### src/rtl/mips_ifu_pkg.sv
// -----------------------------------------------------------------------------
// mips_ifu_pkg
// Shared types and constants for the MIPS instruction-fetch unit.
//   ifu_state_e : fetch FSM states (FETCH, HOLD, DROP)
//   INSTR_W     : instruction / address width
//   NOP_INSTR   : bubble presented to IF/ID when no valid instruction exists
// -----------------------------------------------------------------------------
package mips_ifu_pkg;

    localparam int INSTR_W = 32;

    localparam logic [INSTR_W-1:0] NOP_INSTR = 32'd0;

    typedef enum logic [1:0] {
        FETCH = 2'd0,   // request outstanding to instruction memory
        HOLD  = 2'd1,   // instruction buffered while the pipeline is stalled
        DROP  = 2'd2    // in-flight response belongs to a redirected-away PC
    } ifu_state_e;

endpackage

### src/rtl/ifu_watchdog.sv
// -----------------------------------------------------------------------------
// ifu_watchdog
// Counts consecutive cycles in which a fetch request is outstanding without
// an acknowledge. When the count reaches LIMIT a single-cycle error pulse is
// raised and the count restarts; the request itself is not disturbed.
// Ports:
//   CLK     in  clock
//   rst_n   in  asynchronous active-low reset
//   req_i   in  fetch request currently asserted
//   ack_i   in  memory acknowledge
//   err_o   out timeout pulse (one cycle)
// -----------------------------------------------------------------------------
module ifu_watchdog #(
    parameter int LIMIT = 255
) (
    input  logic CLK,
    input  logic rst_n,
    input  logic req_i,
    input  logic ack_i,
    output logic err_o
);

    logic [31:0] cnt_q;
    logic [31:0] cnt_d;

    assign err_o = (cnt_q == 32'(LIMIT));

    always_comb begin
        cnt_d = cnt_q;
        if (ack_i || err_o) begin
            cnt_d = '0;
        end else if (req_i) begin
            cnt_d = cnt_q + 32'd1;
        end
    end

    always_ff @(posedge CLK or negedge rst_n) begin
        if (!rst_n) begin
            cnt_q <= '0;
        end else begin
            cnt_q <= cnt_d;
        end
    end

endmodule

### src/rtl/mips_fetch_unit.sv
// -----------------------------------------------------------------------------
// mips_fetch_unit
// Instruction-fetch stage of the 5-stage MIPS pipeline. Owns the PC, runs a
// req/ack handshake with instruction memory, feeds RDF/PCPlus4F into IF/ID,
// inserts NOP bubbles while memory is slow, buffers a returned instruction
// while IF is stalled and applies branch/jump redirects from decode, throwing
// away any stale in-flight fetch.
//
// Optional feature: define IFU_WATCHDOG_EN to enable the request-timeout
// watchdog (ifu_watchdog, threshold WDT_LIMIT). Without it FetchErr is 0.
//
// Ports:
//   CLK, rst_n            clock, asynchronous active-low reset
//   StallF                hold PC and instruction
//   PCSrcD / PCBranchD    taken-branch redirect and target
//   JumpD / PCJumpD       jump redirect and target (wins over branch)
//   imem_req / imem_addr  fetch request and word-aligned address
//   imem_ack / imem_rdata one-cycle acknowledge with returned instruction
//   RDF, PCPlus4F         instruction (NOP when invalid) and its PC+4
//   InstrValidF           RDF carries a real instruction
//   FetchErr              watchdog timeout pulse
// -----------------------------------------------------------------------------
module mips_fetch_unit
    import mips_ifu_pkg::*;
#(
    parameter logic [31:0] RESET_PC  = 32'h0000_0000,
    parameter int          WDT_LIMIT = 255
) (
    input  logic               CLK,
    input  logic               rst_n,
    input  logic               StallF,
    input  logic               PCSrcD,
    input  logic [31:0]        PCBranchD,
    input  logic               JumpD,
    input  logic [31:0]        PCJumpD,
    output logic               imem_req,
    output logic [31:0]        imem_addr,
    input  logic               imem_ack,
    input  logic [INSTR_W-1:0] imem_rdata,
    output logic [INSTR_W-1:0] RDF,
    output logic [31:0]        PCPlus4F,
    output logic               InstrValidF,
    output logic               FetchErr
);

    ifu_state_e         state_q, state_d;
    logic [31:0]        pc_q, pc_d;
    logic [31:0]        pend_pc_q, pend_pc_d;
    logic [INSTR_W-1:0] instr_buf_q, instr_buf_d;

    logic        redirect;
    logic [31:0] target;

    // A stalled decode stage may be holding a stale branch decision, so
    // redirects are only honoured when IF is free to move.
    assign redirect = !StallF && (JumpD || PCSrcD);
    assign target   = (JumpD ? PCJumpD : PCBranchD) & 32'hFFFF_FFFC;

    assign imem_addr = pc_q;
    assign PCPlus4F  = pc_q + 32'd4;

    always_comb begin
        state_d     = state_q;
        pc_d        = pc_q;
        pend_pc_d   = pend_pc_q;
        instr_buf_d = instr_buf_q;
        RDF         = NOP_INSTR;
        InstrValidF = 1'b0;
        imem_req    = 1'b1;

        case (state_q)
            FETCH: begin
                if (imem_ack) begin
                    if (redirect) begin
                        // Returned word is on the wrong path; refetch at target.
                        pc_d = target;
                    end else if (StallF) begin
                        instr_buf_d = imem_rdata;
                        state_d     = HOLD;
                    end else begin
                        RDF         = imem_rdata;
                        InstrValidF = 1'b1;
                        pc_d        = pc_q + 32'd4;
                    end
                end else if (redirect) begin
                    // The memory still owes a response for pc_q; park the
                    // target until that response has been absorbed.
                    pend_pc_d = target;
                    state_d   = DROP;
                end
            end

            HOLD: begin
                imem_req    = 1'b0;
                RDF         = instr_buf_q;
                InstrValidF = 1'b1;
                if (redirect) begin
                    pc_d    = target;
                    state_d = FETCH;
                end else if (!StallF) begin
                    pc_d    = pc_q + 32'd4;
                    state_d = FETCH;
                end
            end

            DROP: begin
                if (imem_ack) begin
                    pc_d    = redirect ? target : pend_pc_q;
                    state_d = FETCH;
                end else if (redirect) begin
                    pend_pc_d = target;
                end
            end

            default: begin
                state_d = FETCH;
            end
        endcase
    end

    always_ff @(posedge CLK or negedge rst_n) begin
        if (!rst_n) begin
            state_q     <= FETCH;
            pc_q        <= RESET_PC;
            pend_pc_q   <= '0;
            instr_buf_q <= NOP_INSTR;
        end else begin
            state_q     <= state_d;
            pc_q        <= pc_d;
            pend_pc_q   <= pend_pc_d;
            instr_buf_q <= instr_buf_d;
        end
    end

`ifdef IFU_WATCHDOG_EN
    ifu_watchdog #(
        .LIMIT (WDT_LIMIT)
    ) u_watchdog (
        .CLK   (CLK),
        .rst_n (rst_n),
        .req_i (imem_req),
        .ack_i (imem_ack),
        .err_o (FetchErr)
    );
`else
    logic unused_wdt_limit;
    assign unused_wdt_limit = (WDT_LIMIT == 0);
    assign FetchErr         = 1'b0;
`endif

endmodule

### config.mk
export PLATFORM = sky130hd
export DESIGN_NAME = mips_fetch_unit
export DESIGN_NICKNAME = d
export VERILOG_FILES = /design/src/rtl/mips_ifu_pkg.sv /design/src/rtl/ifu_watchdog.sv /design/src/rtl/mips_fetch_unit.sv
export SDC_FILE = /design/constraint.sdc
export NUM_CORES = 1
export LEC_CHECK = 0
export ABC_AREA = 1
export ABC_CLOCK_PERIOD_IN_PS = 3390
export BUFFER_PORTS_ARGS = -buffer_cell sky130_fd_sc_hd__buf_2
export CAP_MARGIN = 40
export CORE_ASPECT_RATIO = 1.75
export CORE_UTILIZATION = 33
export DETAILED_ROUTE_END_ITERATION = 7
export PLACE_DENSITY_LB_ADDON = 0.15
export SYNTH_ARGS = -nofsm -noshare
export SYNTH_HDL_FRONTEND = slang
export SYNTH_HIERARCHICAL = 1
export SYNTH_SLANG_ARGS = --single-unit
export TNS_END_PERCENT = 1
### constraint.sdc
create_clock -name CLK -period 3.39 [get_ports CLK]
set_input_delay 1.017 -clock CLK [delete_from_list [all_inputs] [get_ports CLK]]
set_output_delay 1.017 -clock CLK [all_outputs]
set_load 0.02 [all_outputs]
== After elaboration in Yosys (flattened, before gate mapping) ==
Cells that the tools add are included.

* Muxes and demuxes: 24
* Reduce and logical (&&, ||, !) cells: 10
* Add/subtract/negate cells: 1
* Bitwise gates (word level): 2
* Eq/ne operators: 8

{| class="wikitable"
|+ Operator list
! cell !! count
|-
| $mux 32 || 9
|-
| $pmux 32 s3 || 1
|-
| $pmux 32 s2 || 1
|-
| $add 32x3->32 const B || 1
|-
| $mux 2 || 7
|-
| $ne 3x3->1 const B || 4
|-
| $pmux 2 s3 || 1
|-
| $reduce_and 5->1 || 1
|-
| $mux 1 || 4
|-
| $ne 2x2->1 const B || 2
|-
| $reduce_and 4->1 || 1
|-
| $reduce_and 3->1 || 1
|-
| $reduce_bool 3->1 || 1
|-
| $eq 2x1->1 const B || 1
|-
| $eq 2x2->1 const B || 1
|-
| $logic_not 2->1 || 1
|-
| $not 1->1 || 2
|-
| $pmux 1 s2 || 1
|-
| $reduce_and 2->1 || 1
|-
| $reduce_or 2->1 || 1
|-
| $logic_and 1x1->1 || 1
|-
| $logic_not 1->1 || 1
|-
| $logic_or 1x1->1 || 1
|}

* Flip-flop bits (word level): 98
* Logic and storage cells: 49
* Input port bits: 102

== Logic depth before layout (Yosys ltp) ==
* Depth in word-level cells: 5
* Mapped depth: 10
* Gate-level depth less buffers: 10

== Least setup slack after synthesis ==
Ideal clock, no wire load.

* Kind: input-to-output
* Start point: in StallF
* End point: out RDF[10]
* Arrival time: 2.061 ns
* Required time: 2.373 ns
* Cell stages on the path: 6
* Setup slack: 0.312 ns
* Cells stage by stage: inv_1 nand2_1 nor2_1 nand2_1 clkbuf_1 o21ai_0

* Word-level cells in the longest chain between the ends: 5
* Elaborated cells between the ends (all ways): 6
* Classes of those cells: 4 x mux; 2 x reduce/logical

{| class="wikitable"
|+ Ends and longest elaborated chain
! element !! RTL line !! source
|-
| from (decl) || mips_fetch_unit.sv:31 || <nowiki>input logic StallF,</nowiki>
|-
| $logic_not 1->1 || -- ||
|-
| $logic_and 1x1->1 || mips_fetch_unit.sv:56 || <nowiki>assign redirect = !StallF && (JumpD || PCSrcD);</nowiki>
|-
| $mux 32 * || mips_fetch_unit.sv:74 || <nowiki>if (redirect) begin</nowiki>
|-
| $mux 32 * || mips_fetch_unit.sv:73 || <nowiki>if (imem_ack) begin</nowiki>
|-
| $pmux 32 s2 * || mips_fetch_unit.sv:71 || <nowiki>case (state_q)</nowiki>
|-
| to (decl) || mips_fetch_unit.sv:40 || <nowiki>output logic [INSTR_W-1:0] RDF,</nowiki>
|}

Every way passes the cells marked *; elsewhere a longest branch is shown, timed or not.

== Worst setup path in the final report ==
* Start point: in PCSrcD
* End point: out RDF[5]

* Word-level cells in the longest chain between the ends: 5

{| class="wikitable"
|+ Ends and longest elaborated chain
! element !! RTL line !! source
|-
| from (decl) || mips_fetch_unit.sv:32 || <nowiki>input logic PCSrcD,</nowiki>
|-
| $logic_or 1x1->1 || mips_fetch_unit.sv:56 ||
|-
| $logic_and 1x1->1 || mips_fetch_unit.sv:56 ||
|-
| $mux 32 || mips_fetch_unit.sv:74 ||
|-
| $mux 32 || mips_fetch_unit.sv:73 ||
|-
| $pmux 32 s2 || mips_fetch_unit.sv:71 ||
|}

No other way between the ends.

==> results.txt <==
Status: complete, no violations
Largest area contributor in the netlist: dfrtp_1
Commonest non-fill, non-tap cell in the layout: nand2_1
Area Overhead vs Synth: 26.0%
Ys Warns: 6
Dpl cells: 1244
Final period utilization: 93.4%
Chip height: 179 um
# rows: 64
CTS root buffer: clkbuf_16
Synthesized net count: 947
RSZ-0062 raised after global routing: false
Drt total wl: 17900 um
Tot GR Track Use: 20.7%
Final HPWL DP: 13600 um
Number of H-tree levels: 3
Final hold vios: 0
Hold path depth: 2
Commonest non-fill, non-tap cells in the layout: 336 x nand2_1, 194 x buf_2, 104 x o21ai_0, 98 x dfrtp_1, 81 x inv_1
Placed cell area: 0.00711 mm2
DRT Pass-1 Iters: 4
Synthesized area per cell: 6.99 um2
Via count: 5742
Final slew viol count: 0
Endpoints failing setup: 0
Die X: 103 um
Worst IR Drop VDD: 0.302 mV
Post-synthesis sequential area ratio: 41.6%
Crit-path max FO: 33
Vias in the first global route: 5611
Post-synthesis cell area: 0.00590 mm2
GP Congestion: 0.814
Crit path DAT: 2.15 ns
Post-synth top area share: 41.6%
Layout Skew: 0.0132 ns
Leakage: 4.02 nW
Fin area: 0.00744 mm2
DRC viols: 0
Post-cts repair resize count: 0
Startpoint types: input port
Post-CTS setup buffers: 0
Yosys cell types: 38
Largest net degree at the start of global routing: 66
Top post-synthesis cells by area: dfrtp_1 42%, nand2_1 21%, o21ai_0 8.8%
Required @ worst endpoint: 2.37 ns
CTS tree: built
Worst Hold End: pend_pc_q[0]
Initial Util: 33.8%
R2r endpoint: imem_addr[24]
Post-DR vias/cell: 4.55
HP Class: reg -> reg
CTS Hold Buffers Added: 0
Max_cap viols: 0
Reg clk slew, reported paths: 0.06 ns
Hold path start: pend_pc_q[0]
R2r setup slk: 1.57 ns
Reg2reg start: imem_addr[3]
# nets final: 1127
Ratio of cells with drive above 1 in the final layout: 25.5%
Initial antenna violation count: 3
Ports: 201
Register-to-Register Path Depth: 10
Cell count after synthesis: 844
Cell Pwr Density: 828 mW/mm2
TritonCTS Buffers: 9
Fmax: 316 MHz
Sink Count: 98
Final min period: 3.17 ns
GR Overflow Total: 0
Setup TNS: 0 ns
Clock Tree Buf Depth: 2
Full die area: 0.0184 mm2
Port bufs: 195
CP Capture Type: output pin
Number of synthesized register bits: 98
Layout Cells excl Fill: 1261
Worst Tran Pin Value: 0.538 ns
Worst-Skew Late Latency: 0.35 ns
DRT antenna net count: 0
Iteration-0 DRC Markers: 269
Slew headroom: 64.2%
Core area: 0.0175 mm2
Setup CP Type: in -> out
Routed len/inst: 14.2 um
First-pass GRT wire length: 28600 um
-- cell type report --
cell class,instances,area (um2)
tap,231,289
sequential,98,2450
clock inverter,6,91.3
multi-input combinational,619,2940
inverter,85,319
fill,1975,10000
clock buffer,10,229
timing repair buffer,211,1110
antenna,1,2.50
-- power by group --
group / leakage, nW / internal (mW) / switching, mW
sequential: 1.19 / 1.66 / 0.433
clock: 0.145 / 0.649 / 0.475
combinational: 2.68 / 0.993 / 1.95
total: 4.02 / 3.30 / 2.86
-- critical path, stage by stage --
cell	delay, ns
buf_2	0.11
nor2_1	0.16
nand2_1	0.09
nor2_1	0.09
nand2_1	0.05
buf_4	0.22
o21ai_0	0.20
buf_2	0.20
-- state kept, by name (all words and copies together) (netlist names) --
| signal | cells |
|---|---|
| imem_addr | 32 |
| instr_buf_q | 32 |
| pend_pc_q | 32 |
| state_q | 2 |
-- cell usage after synthesis --
master and number:
nand2_1 336, o21ai_0 104, dfrtp_1 98, inv_1 81, nor2_1 47, clkbuf_1 23
a21oi_1 22, nand3_1 17, buf_2 14, a21boi_1 12, a211oi_1 10, xor2_1 8
nor2_4 7, or2_0 7, a22oi_1 6, nand2_2 5, o22ai_1 5, xor2_2 5
inv_2 4, or2_2 4, buf_4 3, nand3b_1 3, nor2_2 3, a2bb2oi_1 2
nand2_4 2, nand4_1 2, nor2_8 2, o21ai_2 2, a21boi_0 1, and2_1 1
buf_1 1, buf_6 1, conb_1 1, ha_1 1, nor3b_1 1, o21ai_1 1
o22a_1 1, xnor2_1 1
-- metal layers --
| layer | vias up | GRT usage, % | wire [um] |
|---|---|---|---|
| li1 | 3004 | - | - |
| met1 | 2531 | 23.6 | 7190 |
| met2 | 174 | 37.1 | 9220 |
| met3 | 31 | 3.70 | 993 |
| met4 | 2 | 8.98 | 519 |
| met5 | - | 0 | 10 |
-- worst max-delay path by stage --
stage                            start            to  slack (ns)  cells after the start
after CTS                 imem_addr[3]  PCPlus4F[16]        0.19                      8
after global routing            StallF        RDF[7]       0.009                      8
after global placement          PCSrcD        RDF[0]        0.27                      8
final                           PCSrcD        RDF[5]        0.22                      8
after detailed placement        PCSrcD       RDF[11]        0.23                      8
after floorplan                 StallF       RDF[10]        0.31                      6
-- per-stage QoR --
step | utilization, % | power (mW) | hold WS [ns] | setup WS, ns
after CTS | 42.6 | 6.25 | 0.472 | 0.185
after detailed placement | 40.7 | 5.09 | 0.456 | 0.225
after global routing | 42.6 | 6.68 | 0.479 | 0.00899
final | 42.6 | 6.16 | 0.466 | 0.222
after global placement | 40.7 | 5.06 | 0.452 | 0.266
after floorplan | - | 4.08 | 0.436 | 0.312
-- kinds of logic (layout without fill, tap and decap cells) --
family / count (synthesis) / in the layout / synth area share (%)
simple gates: 437 / 437 / 31.0
other cells: 1 / 2 / 0.0635
compound gates: 166 / 166 / 15.7
xor+xnor: 14 / 14 / 2.71
fa+ha+maj: 1 / 1 / 0.212
buf+inv: 127 / 312 / 8.69
flops: 98 / 98 / 41.6
(Power assumes the default switching activity.)
